$ cat src/rtl/fpu_issue_sched.sv
// rtl/fpu_issue_sched.sv - round-robin FPU issue scheduler with shared register-file write port
// Optional watchdog on the in-flight operation: define FPU_SCHED_TIMEOUT_EN.
module fpu_issue_sched #(
  parameter int NREQ           = 4,
  parameter int AW             = 5,
  parameter int DW             = 32,
  parameter int TIMEOUT_CYCLES = 64
) (
  input  logic               clk,
  input  logic               rst,
  input  logic [NREQ-1:0]    req,
  input  logic [NREQ*AW-1:0] req_fs,
  input  logic [NREQ*AW-1:0] req_ft,
  input  logic [NREQ*AW-1:0] req_fd,
  output logic [NREQ-1:0]    gnt,
  output logic [NREQ-1:0]    done,
  output logic [AW-1:0]      done_dst,
  input  logic               m_req,
  input  logic [AW-1:0]      m_addr_i,
  input  logic [DW-1:0]      m_data_i,
  output logic               m_ack,
  output logic               start,
  output logic [AW-1:0]      fs_addr,
  output logic [AW-1:0]      ft_addr,
  output logic [AW-1:0]      fd_addr,
  output logic [AW-1:0]      m_addr,
  output logic [DW-1:0]      m_data,
  output logic               m_write,
  input  logic               working,
  output logic               busy,
  output logic               timeout_err
);

  localparam int IW = $clog2(NREQ);

  typedef enum logic [2:0] {
    S_IDLE,
    S_ISSUE,
    S_WAIT_HI,
    S_BUSY,
    S_RETIRE
  } state_t;

  state_t        state_q, state_d;
  logic [IW-1:0] rr_q, rr_d, own_q, own_d;
  logic [AW-1:0] fs_q, fs_d, ft_q, ft_d, fd_q, fd_d;

  logic          win_vld;
  logic [IW-1:0] win;
  logic [AW-1:0] win_fs, win_ft, win_fd;

  // Pass 0 scans requesters at or above rr_q, pass 1 wraps around to the ones below it.
  always_comb begin
    win_vld = 1'b0;
    win     = '0;
    win_fs  = '0;
    win_ft  = '0;
    win_fd  = '0;
    for (int p = 0; p < 2; p++) begin
      for (int i = 0; i < NREQ; i++) begin
        if (!win_vld && req[i] && ((p == 0) == (i >= int'(rr_q)))) begin
          win_vld = 1'b1;
          win     = IW'(i);
          win_fs  = req_fs[i*AW +: AW];
          win_ft  = req_ft[i*AW +: AW];
          win_fd  = req_fd[i*AW +: AW];
        end
      end
    end
  end

`ifdef FPU_SCHED_TIMEOUT_EN
  localparam int CW = $clog2(TIMEOUT_CYCLES + 1);
  logic [CW-1:0] cnt_q, cnt_d;
  logic          err_q, err_d;
`else
  logic unused_cfg;
  assign unused_cfg = ^TIMEOUT_CYCLES;
`endif

  always_comb begin
    state_d  = state_q;
    rr_d     = rr_q;
    own_d    = own_q;
    fs_d     = fs_q;
    ft_d     = ft_q;
    fd_d     = fd_q;
    gnt      = '0;
    done     = '0;
    done_dst = '0;
    m_ack    = 1'b0;
    m_write  = 1'b0;
    m_addr   = '0;
    m_data   = '0;
    start    = 1'b0;
    fs_addr  = '0;
    ft_addr  = '0;
    fd_addr  = '0;
    busy     = (state_q != S_IDLE);

    case (state_q)
      S_IDLE: begin
        // Gated by rst so that grant/ack stay quiet while reset is held.
        if (rst) begin
          if (m_req) begin
            m_write = 1'b1;
            m_ack   = 1'b1;
            m_addr  = m_addr_i;
            m_data  = m_data_i;
          end else if (win_vld) begin
            gnt[win] = 1'b1;
            own_d    = win;
            fs_d     = win_fs;
            ft_d     = win_ft;
            fd_d     = win_fd;
            rr_d     = (win == IW'(NREQ - 1)) ? '0 : win + 1'b1;
            state_d  = S_ISSUE;
          end
        end
      end
      S_ISSUE: begin
        start   = 1'b1;
        state_d = S_WAIT_HI;
      end
      S_WAIT_HI: if (working) state_d = S_BUSY;
      S_BUSY:    if (!working) state_d = S_RETIRE;
      S_RETIRE: begin
        done[own_q] = 1'b1;
        done_dst    = fd_q;
        state_d     = S_IDLE;
      end
      default: state_d = S_IDLE;
    endcase

    if (state_q != S_IDLE) begin
      fs_addr = fs_q;
      ft_addr = ft_q;
      fd_addr = fd_q;
    end

`ifdef FPU_SCHED_TIMEOUT_EN
    cnt_d = cnt_q;
    err_d = err_q;
    if (state_q == S_ISSUE) begin
      cnt_d = '0;
    end else if (state_q == S_WAIT_HI || state_q == S_BUSY) begin
      if (cnt_q == CW'(TIMEOUT_CYCLES) && state_d != S_RETIRE) begin
        state_d = S_RETIRE;
        err_d   = 1'b1;
      end else begin
        cnt_d = cnt_q + 1'b1;
      end
    end
    timeout_err = err_q;
`else
    timeout_err = 1'b0;
`endif
  end

  always_ff @(posedge clk or negedge rst) begin
    if (!rst) begin
      state_q <= S_IDLE;
      rr_q    <= '0;
      own_q   <= '0;
      fs_q    <= '0;
      ft_q    <= '0;
      fd_q    <= '0;
`ifdef FPU_SCHED_TIMEOUT_EN
      cnt_q   <= '0;
      err_q   <= 1'b0;
`endif
    end else begin
      state_q <= state_d;
      rr_q    <= rr_d;
      own_q   <= own_d;
      fs_q    <= fs_d;
      ft_q    <= ft_d;
      fd_q    <= fd_d;
`ifdef FPU_SCHED_TIMEOUT_EN
      cnt_q   <= cnt_d;
      err_q   <= err_d;
`endif
    end
  end

endmodule

$ cat config.mk
export PLATFORM = sky130hd
export DESIGN_NAME = fpu_issue_sched
export DESIGN_NICKNAME = d
export VERILOG_FILES = /design/src/rtl/fpu_issue_sched.sv
export SDC_FILE = /design/constraint.sdc
export NUM_CORES = 1
export LEC_CHECK = 0
export BUFFER_PORTS_ARGS = -buffer_cell sky130_fd_sc_hd__buf_4
export CORE_MARGIN = 1.5
export CORE_UTILIZATION = 39
export DETAILED_ROUTE_END_ITERATION = 12
export GPL_TIMING_DRIVEN = 0
export PLACE_DENSITY_LB_ADDON = 0.05
export SETUP_SLACK_MARGIN = 0.05
export SLEW_MARGIN = 20
export SYNTH_ARGS = -nofsm -noshare
export SYNTH_HDL_FRONTEND = slang
export SYNTH_SLANG_ARGS = --single-unit
export TNS_END_PERCENT = 100
$ cat constraint.sdc
create_clock -name clk -period 2.2 [get_ports clk]
set_input_delay 0.22 -clock clk [delete_from_list [all_inputs] [get_ports clk]]
set_output_delay 0.22 -clock clk [all_outputs]
set_load 0.01 [all_outputs]
==> metrics.md <==
| Metric | Value |
|---|---|
| Status | `completed` |
| Most frequent cells in the layout | `184 x buf_4, 39 x and2_1, 22 x a31oi_1, 20 x inv_1, 20 x dfrtp_1` |
| Multi-input combinational cell area | `1690 um^2` |
| RSZ-0062 raised after global routing | `yes` |
| Die W | `82.9 um` |
| GR peak layer | `met2` |
| Simple-Gate Fraction of Synth Area | `33.7%` |
| Estimated wirelength of the detail-placed design | `7.68 mm` |
| Synth async-reset ratio | `100%` |
| Die H | `82.9 um` |
| GRT overflow | `0` |
| Clock sink count | `22` |
| Worst-path clk slew | `80 ps` |
| Combinational group share of total power | `68.5%` |
| Synth cell types | `42` |
| Storage cell area | `553 um^2` |
| Post-synth EDFFs | `0` |
| Switching pwr | `1.46 mW` |
| Clock Latency Late Sink | `280 ps` |
| Gr usage total | `27.7%` |
| M3 GR Usage | `3.08%` |
| Top cell type's share of synthesized area | `22.1%` |
| Initial Utilization | `41.3%` |
| XOR/XNOR Fraction of Synth Area | `0%` |
| CTS max path bufs | `2` |
| Register share of total power | `23.1%` |
| Antenna-violating nets left | `0` |
| Sequential area share after synthesis | `22.1%` |
| Final hold vios | `0` |
| Worst-margin pin slew | `532 ps` |
| CP Launch Type | `flop` |
| Initial DRC count | `214` |
| Synthesis Warnings | `0` |
| CP Capture Type | `output pin` |
| Arrival @ worst endpoint | `1850 ps` |
| Area Overhead vs Synth | `61.0%` |
| Clock share of power | `8.4%` |
| Largest family of logic cells by synthesized area | `simple AND/OR/NAND/NOR gates` |
| CTS Buf Count | `3` |
| Vias per cell | `5.71` |
| Number of max-cap violations | `0` |
| Clock root buffer | `clkbuf_8` |
| Synthesized instance count | `311` |
| PwrDens | `818 nW/um^2` |
| Share of layout cells above drive strength 1 | `44.6%` |
| Ant. Diodes | `0` |
| GRT met2 Usage | `52.9%` |
| Tcrit/Tclk final | `94.2%` |
| DRC violations left | `0` |
| Fraction of synthesized area in multiplexers | `6.03%` |
| Leakage | `2.10 nW` |
| WL per Instance | `17.6 um` |
| Worst VDD drop | `0.000442 V` |
| H-tree levels | `1` |
| Hold Path Class | `input pin to flop` |
| Primary FF master, synth | `dfrtp_1` |
| I/O Buffers | `171` |
| Final worst slack | `127 ps` |
| DR vias | `3,244` |
| Worst Skew | `9.89 ps` |
| Slew headroom | `64.5%` |
| CTS tree | `yes` |
| Row count | `28` |
| Post-Syn Nets | `418` |
| M1 GR Usage | `31.8%` |
| Largest cells by area after synthesis | `dfrtp_1 22%, and2_1 9.8%, mux2i_1 6.0%` |
| Yosys reg bits | `22` |
| Sw frac | `44.4%` |
| Synth Area in Adders | `1.01%` |
| Die area | `6870 um^2` |
| Fin Hold WS | `224 ps` |
| Largest net degree at the start of global routing | `23` |
| CP Data Required Time | `1980 ps` |
| Setup WS pre-CTS | `-64.1 ps` |
| Synth Area in Compound Gates | `26.4%` |
| Initial antenna violation count | `0` |
| Filler cells | `545` |
| CP Class | `flop to output pin` |
| First-pass GRT wire length | `15.9 mm` |
| Final Net Count | `602` |
| Post-synth top area cell | `dfrtp_1` |
| Commonest non-fill, non-tap cell in the layout | `buf_4` |
| Vias in the first global route | `3,161` |
| GP Congestion | `0.890` |
| Synthesized cell area | `2490 um^2` |
| I/O Pins | `175` |
| Largest fanout on the critical path | `10` |
| Internal Power | `1.82 mW` |
| 1st-pass router iterations | `5` |
| Total wire length | `9.99 mm` |
| FMAX | `482 MHz` |
| Core ar. | `6030 um^2` |
| Syn_area_per_cell | `8.01 um^2` |
| Clock period minus worst slack | `2070 ps` |
| Final setup viols | `0` |
| Final-report max-slew violation count | `0` |
cell families (layout without fill, tap and decap cells):
logic type,count (synthesis),after routing
and+or+nand+nor,134,134
other,1,1
DFF,22,22
muxes,15,15
adders and majority gates,2,2
buffers and inverters,50,232
AOI/OAI and AO/OA,87,87
power groups by stage:
stage,Combinational [mW],Clock [mW],Sequential (mW)
floorplan,1.31,0,0.707
global placement,2.09,0,0.748
detailed placement,2.13,0,0.759
CTS,2.19,0.272,0.750
global route,2.42,0.293,0.784
finish,2.25,0.276,0.758
what timing repair did:
item,4_1_cts,5_1_grt
resized for setup,3,8
hold endpoints to repair,22,0
setup buffers,4,2
setup endpoints to repair,34,33
hold buffers,2,0
pin swaps,3,1
synthesized netlist by cell type, types with 2 or more instances:
| cell | instances |
|---|---|
| and2_1 | 39 |
| a31oi_1 | 22 |
| dfrtp_1 | 22 |
| inv_1 | 20 |
| nand2_1 | 19 |
| a22oi_1 | 16 |
| and3b_1 | 16 |
| nor2b_1 | 16 |
| mux2i_1 | 15 |
| o32ai_1 | 15 |
| nand3_1 | 10 |
| buf_2 | 9 |
| nor2_1 | 9 |
| a221oi_1 | 8 |
| o221ai_1 | 8 |
| clkbuf_1 | 7 |
| o21ai_1 | 7 |
| and3_1 | 6 |
| buf_4 | 6 |
| buf_6 | 4 |
| nand2b_1 | 4 |
| a21oi_2 | 3 |
| nor3_1 | 3 |
| o21ai_0 | 3 |
| a21oi_1 | 2 |
| clkbuf_2 | 2 |
| ha_1 | 2 |
| nand4_1 | 2 |
| nor2_2 | 2 |
| nor3b_1 | 2 |
metrics by stage:
stage               utilization, %  cell area [um^2]  cells  TNS (ps)  total power [mW]
floorplan                        -              2490    311         0              2.02
global placement              64.2              3870    557     -80.9              2.84
detailed placement            64.2              3870    557     -64.1              2.89
CTS                           66.1              3980    566         0              3.22
global route                  66.5              4010    568         0              3.50
finish                        66.5              4010    568         0              3.28
cell type report:
| class | count | area share, % |
|---|---|---|
| multi-input combinational | 239 | 42.1 |
| timing repair buffer | 179 | 33.9 |
| inverter | 21 | 1.97 |
| buffer | 29 | 4.81 |
| tap | 75 | 2.34 |
| clock buffer | 3 | 1.03 |
| sequential | 22 | 13.8 |
state kept, by name (all words and copies together), names as in the netlist:
register,cells
rr_q,2
state_q,3
fs_q,5
ft_q,5
own_q,2
fd_q,5
final timing paths:
path,start,to,slack (ps),cells after the start
setup / recovery,rr_q[0]$_DFFE_PN0P_,gnt[0],130,7
hold / removal,working,state_q[0]$_DFFE_PN0P_,220,3
setup reg to reg,state_q[1]$_DFFE_PN0P_,ft_q[4]$_DFFE_PN0P_,220,6
hold reg to reg,fs_q[0]$_DFFE_PN0P_,fs_q[0]$_DFFE_PN0P_,540,2
max in group asynchronous,rst,rr_q[1]$_DFFE_PN0P_,1570,3
min in group asynchronous,rst,ft_q[4]$_DFFE_PN0P_,460,3
critical path, stage by stage, from the launching register on:
cell	delay [ps]
dfrtp_1	410
clkbuf_1	350
nand4_1	200
o21ai_2	130
inv_1	70
ha_1	170
and2_1	130
buf_4	130
per-layer routing:
layer  routed length (um)  share of wire [%]
met2                 5210                 52
met5                    0                  0
met3                  707                7.1
met1                 3850                 39
met4                  221                2.2
Note: power is estimated with default switching activity, not from simulation.
